<file path="src/rtl/i_mem_b_arbiter.sv">
// i_mem_b_arbiter
// Shares port B of the big-core instruction memory between the core fetch
// path and the fabric/loader path. One requester is granted per cycle; the
// grant drives address/data/wren straight to the memory, and the 1-cycle
// synchronous read data is steered back to whichever side owns it.
//
// Build option: define I_MEM_ARB_STARVE_EN to add the starvation counter
// that forces a fabric grant after STARVE_LIMIT blocked cycles. Without it
// the core has strict priority.
//
// Ports:
//   clock, rst_n                 clock, async active-low reset
//   core_req/core_addr           core fetch request (word address)
//   core_gnt                     core request accepted this cycle
//   core_rsp_valid/core_rsp_data core read data, no backpressure
//   f_req_valid/f_req_ready      fabric request handshake
//   f_req_wr/f_req_addr/f_req_data fabric request payload
//   f_rsp_valid/f_rsp_ready      fabric read response handshake
//   f_rsp_data                   fabric read data
//   mem_address_b/mem_data_b/mem_wren_b  memory port B drive
//   mem_q_b                      memory read data, 1 cycle after address
module i_mem_b_arbiter #(
    parameter int STARVE_LIMIT = 8,
    parameter int STARVE_W     = 8
) (
    input  logic        clock,
    input  logic        rst_n,
    input  logic        core_req,
    input  logic [29:0] core_addr,
    output logic        core_gnt,
    output logic        core_rsp_valid,
    output logic [31:0] core_rsp_data,
    input  logic        f_req_valid,
    output logic        f_req_ready,
    input  logic        f_req_wr,
    input  logic [29:0] f_req_addr,
    input  logic [31:0] f_req_data,
    output logic        f_rsp_valid,
    input  logic        f_rsp_ready,
    output logic [31:0] f_rsp_data,
    output logic [29:0] mem_address_b,
    output logic [31:0] mem_data_b,
    output logic        mem_wren_b,
    input  logic [31:0] mem_q_b
);

    if (STARVE_LIMIT < 1 || STARVE_LIMIT > 255 || STARVE_LIMIT >= (1 << STARVE_W)) begin : g_bad_param
        $error("i_mem_b_arbiter: STARVE_LIMIT out of range for STARVE_W");
    end

    logic        own_core_q, own_core_d;
    logic        own_fab_q, own_fab_d;
    logic        hold_v_q, hold_v_d;
    logic [31:0] hold_q, hold_d;
    logic        fab_elig, fab_win, starve_force;

    // A fabric read may only go out when nothing of its own is in flight or
    // parked, so at most one fabric read response is ever outstanding.
    // Writes produce no response and are always eligible.
    assign fab_elig = f_req_valid & (f_req_wr | ~(own_fab_q | hold_v_q));

`ifdef I_MEM_ARB_STARVE_EN
    logic [STARVE_W-1:0] starve_cnt_q, starve_cnt_d;

    assign starve_force = (starve_cnt_q == STARVE_W'(STARVE_LIMIT));

    // Counts only cycles where the fabric could have gone but lost to the
    // core; a fabric stalled on its own outstanding read holds the count.
    always_comb begin
        starve_cnt_d = starve_cnt_q;
        if (fab_win || !f_req_valid)
            starve_cnt_d = '0;
        else if (fab_elig && core_gnt && !starve_force)
            starve_cnt_d = starve_cnt_q + 1'b1;
    end

    always_ff @(posedge clock or negedge rst_n) begin
        if (!rst_n) starve_cnt_q <= '0;
        else        starve_cnt_q <= starve_cnt_d;
    end
`else
    assign starve_force = 1'b0;
`endif

    assign fab_win     = fab_elig & (~core_req | starve_force);
    assign core_gnt    = core_req & ~fab_win;
    assign f_req_ready = fab_win;

    always_comb begin
        mem_address_b = '0;
        mem_data_b    = '0;
        mem_wren_b    = 1'b0;
        if (fab_win) begin
            mem_address_b = f_req_addr;
            mem_wren_b    = f_req_wr;
            mem_data_b    = f_req_wr ? f_req_data : 32'h0;
        end else if (core_gnt) begin
            mem_address_b = core_addr;
        end
    end

    // Ownership of the data that appears on mem_q_b next cycle.
    assign own_core_d = core_gnt;
    assign own_fab_d  = fab_win & ~f_req_wr;

    // Unaccepted bypass data is parked; a new read cannot be granted while
    // own_fab_q is set, so hold and bypass never overlap.
    always_comb begin
        hold_v_d = hold_v_q;
        hold_d   = hold_q;
        if (own_fab_q && !f_rsp_ready) begin
            hold_v_d = 1'b1;
            hold_d   = mem_q_b;
        end else if (hold_v_q && f_rsp_ready) begin
            hold_v_d = 1'b0;
        end
    end

    always_ff @(posedge clock or negedge rst_n) begin
        if (!rst_n) begin
            own_core_q <= 1'b0;
            own_fab_q  <= 1'b0;
            hold_v_q   <= 1'b0;
            hold_q     <= '0;
        end else begin
            own_core_q <= own_core_d;
            own_fab_q  <= own_fab_d;
            hold_v_q   <= hold_v_d;
            hold_q     <= hold_d;
        end
    end

    assign core_rsp_valid = own_core_q;
    assign core_rsp_data  = own_core_q ? mem_q_b : 32'h0;
    assign f_rsp_valid    = own_fab_q | hold_v_q;
    assign f_rsp_data     = hold_v_q  ? hold_q  :
                            own_fab_q ? mem_q_b : 32'h0;

endmodule

</file>
<file path="config.mk">
export PLATFORM = sky130hd
export DESIGN_NAME = i_mem_b_arbiter
export DESIGN_NICKNAME = d
export VERILOG_FILES = /design/src/rtl/i_mem_b_arbiter.sv
export SDC_FILE = /design/constraint.sdc
export NUM_CORES = 1
export LEC_CHECK = 0
export BUFFER_PORTS_ARGS = -buffer_cell sky130_fd_sc_hd__buf_4
export CELL_PAD_IN_SITES_DETAIL_PLACEMENT = 0
export CELL_PAD_IN_SITES_GLOBAL_PLACEMENT = 2
export CORE_UTILIZATION = 18
export CTS_BUF_LIST = sky130_fd_sc_hd__clkbuf_8 sky130_fd_sc_hd__clkbuf_16
export CTS_CLUSTER_SIZE = 28
export DETAILED_ROUTE_END_ITERATION = 16
export PLACE_DENSITY_LB_ADDON = 0.1
export SYNTH_ARGS = -nofsm -noshare
export SYNTH_HDL_FRONTEND = slang
export SYNTH_SLANG_ARGS = --single-unit
</file>
<file path="constraint.sdc">
create_clock -name clock -period 1.9 [get_ports clock]
set_input_delay 0.57 -clock clock [delete_from_list [all_inputs] [get_ports clock]]
set_output_delay 0.57 -clock clock [all_outputs]
set_load 0.03 [all_outputs]
</file>
# Word-level counts from Yosys, hierarchy flattened
# Index checks and enable logic that the tools add are counted.
[word_totals]
word_cells = 28
output_inout_bits = 131
ff_bits = 35
[op_classes]
reduce_logical = 4
bitwise_logic = 10
mux = 10
[op_table]
columns = ["cell", "count"]
rows = [
  ["$mux W32", 5],
  ["$mux W30", 2],
  ["$and A1 B1 Y1", 4],
  ["$not A1 Y1", 4],
  ["$mux W1", 3],
  ["$logic_and A1 B1 Y1", 2],
  ["$or A1 B1 Y1", 2],
  ["$reduce_bool A2 Y1", 1],
  ["$logic_not A1 Y1", 1],
]

# Depth between registers and ports, before layout
[depth]
depth_word = 9
mapped_depth = 5
depth_no_buf = 2

# Least setup slack after synthesis
# No wires, ideal clock.
[synth_timing]
path_type = "input -> output"
startpoint = "input f_req_valid"
endpoint = "output mem_address_b[10]"
path_buffers = 2
t_arrival_ns = 1.393
path_stages = 4
required_time_ns = 1.330
path_slack_ns = -0.063
path_cell_list = "nor2b_1 buf_2 buf_4 a32o_1"
[synth_via]
elab_chain_len = 6
[synth_lines]
columns = ["item", "line", "rtl"]
rows = [
  ["start, declared", "33", "input logic f_req_valid,"],
  ["$and A1 B1 Y1 (*)", "60", "assign fab_elig = f_req_valid & (f_req_wr | ~(own_fab_q | hold_v_q));"],
  ["$and A1 B1 Y1 (*)", "85", "assign fab_win = fab_elig & (~core_req | starve_force);"],
  ["$not A1 Y1", "86", "assign core_gnt = core_req & ~fab_win;"],
  ["$and A1 B1 Y1", "86", ""],
  ["$mux W30", "97", "end else if (core_gnt) begin"],
  ["$mux W30 (*)", "93", "if (fab_win) begin"],
  ["end, declared", "41", "output logic [29:0] mem_address_b,"],
]
# Every way passes the cells marked *; elsewhere a longest branch is shown, timed or not.

# Worst setup path in the final report
[layout_timing]
startpoint = "input f_req_wr"
endpoint = "output mem_address_b[29]"
[layout_via]
elab_chain_len = 7
[layout_lines]
columns = ["item", "line", "rtl"]
rows = [
  ["start, declared", "35", "input logic f_req_wr,"],
  ["$or A1 B1 Y1 (*)", "60", ""],
  ["$and A1 B1 Y1 (*)", "60", ""],
  ["$and A1 B1 Y1 (*)", "85", ""],
  ["$not A1 Y1", "86", ""],
  ["$and A1 B1 Y1", "86", ""],
  ["$mux W30", "97", ""],
  ["$mux W30 (*)", "93", ""],
]
# Marked as above.

==> flow_summary.ini <==
[drt]
drc_errors = 0
vias = 3098
vias_per_cell = 4.52
first_pass_iters = 4
wirelength_um = 12600
drt_iter0_markers = 64
wl_per_cell_um = 18.3
detail-route-antenna-nets = 0

[grt]
grt_pass1_wl_um = 17900
overflow = 0
grt_max_degree = 36
antenna_found_initial = 0
track_usage_pct = 16.0
grt_pass1_vias = 3226

[setup_path]
cp.arrival_ps = 1500
path_cells = buf_4, o21bai_2, buf_12, a32o_1, buf_6
r2r_slack_ps = 560
critical_path_class = in -> out
critPathTopFamily = compound AO/OA/AOI/OAI gates
r2r_start = own_fab_q
critPathCaptureType = output port
cp.buffers_inverters = 3
cp.required_ps = 1330
start_kind = primary input
worstReg2RegEnd = hold_q[23]
reg2reg_depth = 4
slowest_delay_ps = 280
critPathMaxFanout = 31
cp_slowest_cell = a32o_1

[timing]
fmax_ghz = 0.483
final-hold-violation-count = 0
fin_skew_ps = 5.88
worst_slack_ps = -171
setup-violations-final = 97
rsz0062_at_grt = yes
period_needed_ps = 2070
relSlewSlack_pct = 67.8
finalCritPeriodShare_pct = 109
tightest_slew_ps = 483
drv_slew = 0

[clock_tree]
root_buffer = clkbuf_16
numCtsBuffers = 5
cts_tree = built
ctsHtreeMaxLevel = 2
clk_path_buf_depth = 2
clk_latency_ps = 280
clock_sinks = 35
ctsHoldBuffers = 0
clk_pin_slew_ps = 60

[placed_design]
place.gp.congestion = 0.773
dpl-instance-area_um2 = 4830
portBuffers = 260
dp_hpwl_um = 8750

[synth]
yosysWarnings = 0
netlist.top_cell.by_area = dfrtp_1
synth_area_leaders = dfrtp_1 (34%), mux2_4 (18%), a32o_1 (12%)
syn_inst = 234
synth_top_area_share_pct = 34.1
ys_seq_elements = 35
syn_avg_cell_area_um2 = 11.0
synthesis.area_um2 = 2570
synth_cell_types = 16
ys_seq_area_share_pct = 34.1
syn_nets = 364

[finish]
areaGrowthSynthToFinish_pct = 132
drive_gt1_share_pct = 79.1
fillers = 1384
design_area_um2 = 5960
num_antenna_cells = 0
nets = 635

[floorplanning]
io_pins = 261
die_x_um = 121
start_util_pct = 18.5
fp.coreArea_um2 = 13900
rows = 43
chipHeight_um = 121
dieArea_um2 = 14700

[job]
maxCapViolCount = 0

[worst_hold_path]
hp-class = in -> async

[pwr]
p_leak_nw = 3.04
peakVddDrop_mv = 0.328
power_density_nw_per_um2 = 594
finalPower_w = 0.00354

[outcome]
outcome = finished with violations
violations = negative setup slack
## sequential cells by signal (all words and copies together) (netlist names)
register	count
hold_v_q	1
hold_q	32
own_fab_q	1
core_rsp_valid	1
## metal layers
layer | GRT usage (%) | part of all wire, %
met1 | 16.6 | 36
met2 | 30.0 | 53
met3 | 3.52 | 6.8
met4 | 7.56 | 3.8
met5 | 0 | 0
## cells in the mapped netlist
library cell,n
nor3b_2,1
mux2_1,2
and2_1,34
o21bai_2,1
buf_2,12
clkbuf_1,14
buf_4,3
nand2b_1,1
mux2_4,30
or2_1,1
nor2b_1,3
a22o_1,32
dfrtp_1,35
a32o_1,30
buf_6,3
and3_1,32
## what timing repair did
| item | in CTS | in global routing |
|---|---|---|
| pin swaps | 7 | 28 |
| resized for setup | 128 | 30 |
| gates cloned | 9 | 4 |
| buffers inserted | 8 | 4 |
| setup endpoints to repair | 117 | 98 |
## worst register-to-register path, cell delays in order, from the launching register on
cell	delay (ps)
dfrtp_1	420
buf_4	160
nand2b_2	120
buf_12	200
mux2_4	330
## power by group
group / internal [W] / total (W) / switching, W / leakage, nW
Clock: 0.000618 / 0.000940 / 0.000322 / 0.0838
Combinational: 0.000887 / 0.00157 / 0.000685 / 2.54
Sequential: 0.000922 / 0.00103 / 0.000103 / 0.422
## logic make-up after synthesis
kind of cell           synth area share, %
buffers and inverters                 6.58
AOI/OAI and AO/OA                     23.1
DFF                                   34.1
muxes                                 18.4
and+or+nand+nor                       17.8
## layout make-up
cell class                 instances  area, µm²  share of cell area [%]
timing repair buffer             296       2960                    49.6
clock inverter                     3       43.8                   0.735
tap                              180        225                    3.78
sequential                        35        878                    14.7
clock buffer                       5        125                    2.10
multi-input combinational        167       1730                    29.1
## worst max-delay path by stage
stage               slack (ps)                 to        start  cells past startpoint
floorplan                 -0.5  mem_address_b[10]  f_req_valid                      4
global placement          -170   mem_address_b[2]     f_req_wr                      5
detailed placement        -180  mem_address_b[29]     f_req_wr                      5
CTS                       -170  mem_address_b[29]     hold_v_q                      4
global route              -200  mem_address_b[29]    own_fab_q                      4
finish                    -170  mem_address_b[29]     f_req_wr                      5
## through the flow
step	cells	utilization (%)	setup TNS [ps]	setup slack [ps]	hold slack (ps)
after floorplan	234	-	-0.469	-0.469	274
after global placement	655	34.8	-8430	-169	476
after detailed placement	655	34.8	-9140	-180	487
after CTS	679	41.5	-12320	-175	270
after global routing	686	42.9	-15340	-204	277
final	686	42.9	-11430	-171	246
## layout by cell type, fill, tap and decap left out, drive strengths merged
master | synthesis | layout
buf | 18 | 293
dfrtp | 35 | 35
and2 | 34 | 34
a22o | 32 | 32
and3 | 32 | 32
mux2 | 32 | 32
a32o | 30 | 30
clkbuf | 14 | 8
nor2b | 3 | 3
clkinv | 0 | 2
or2 | 1 | 1
o21bai | 1 | 1
nor3b | 1 | 1
nand2b | 1 | 1
bufinv | 0 | 1
(Power assumes the default switching activity.)
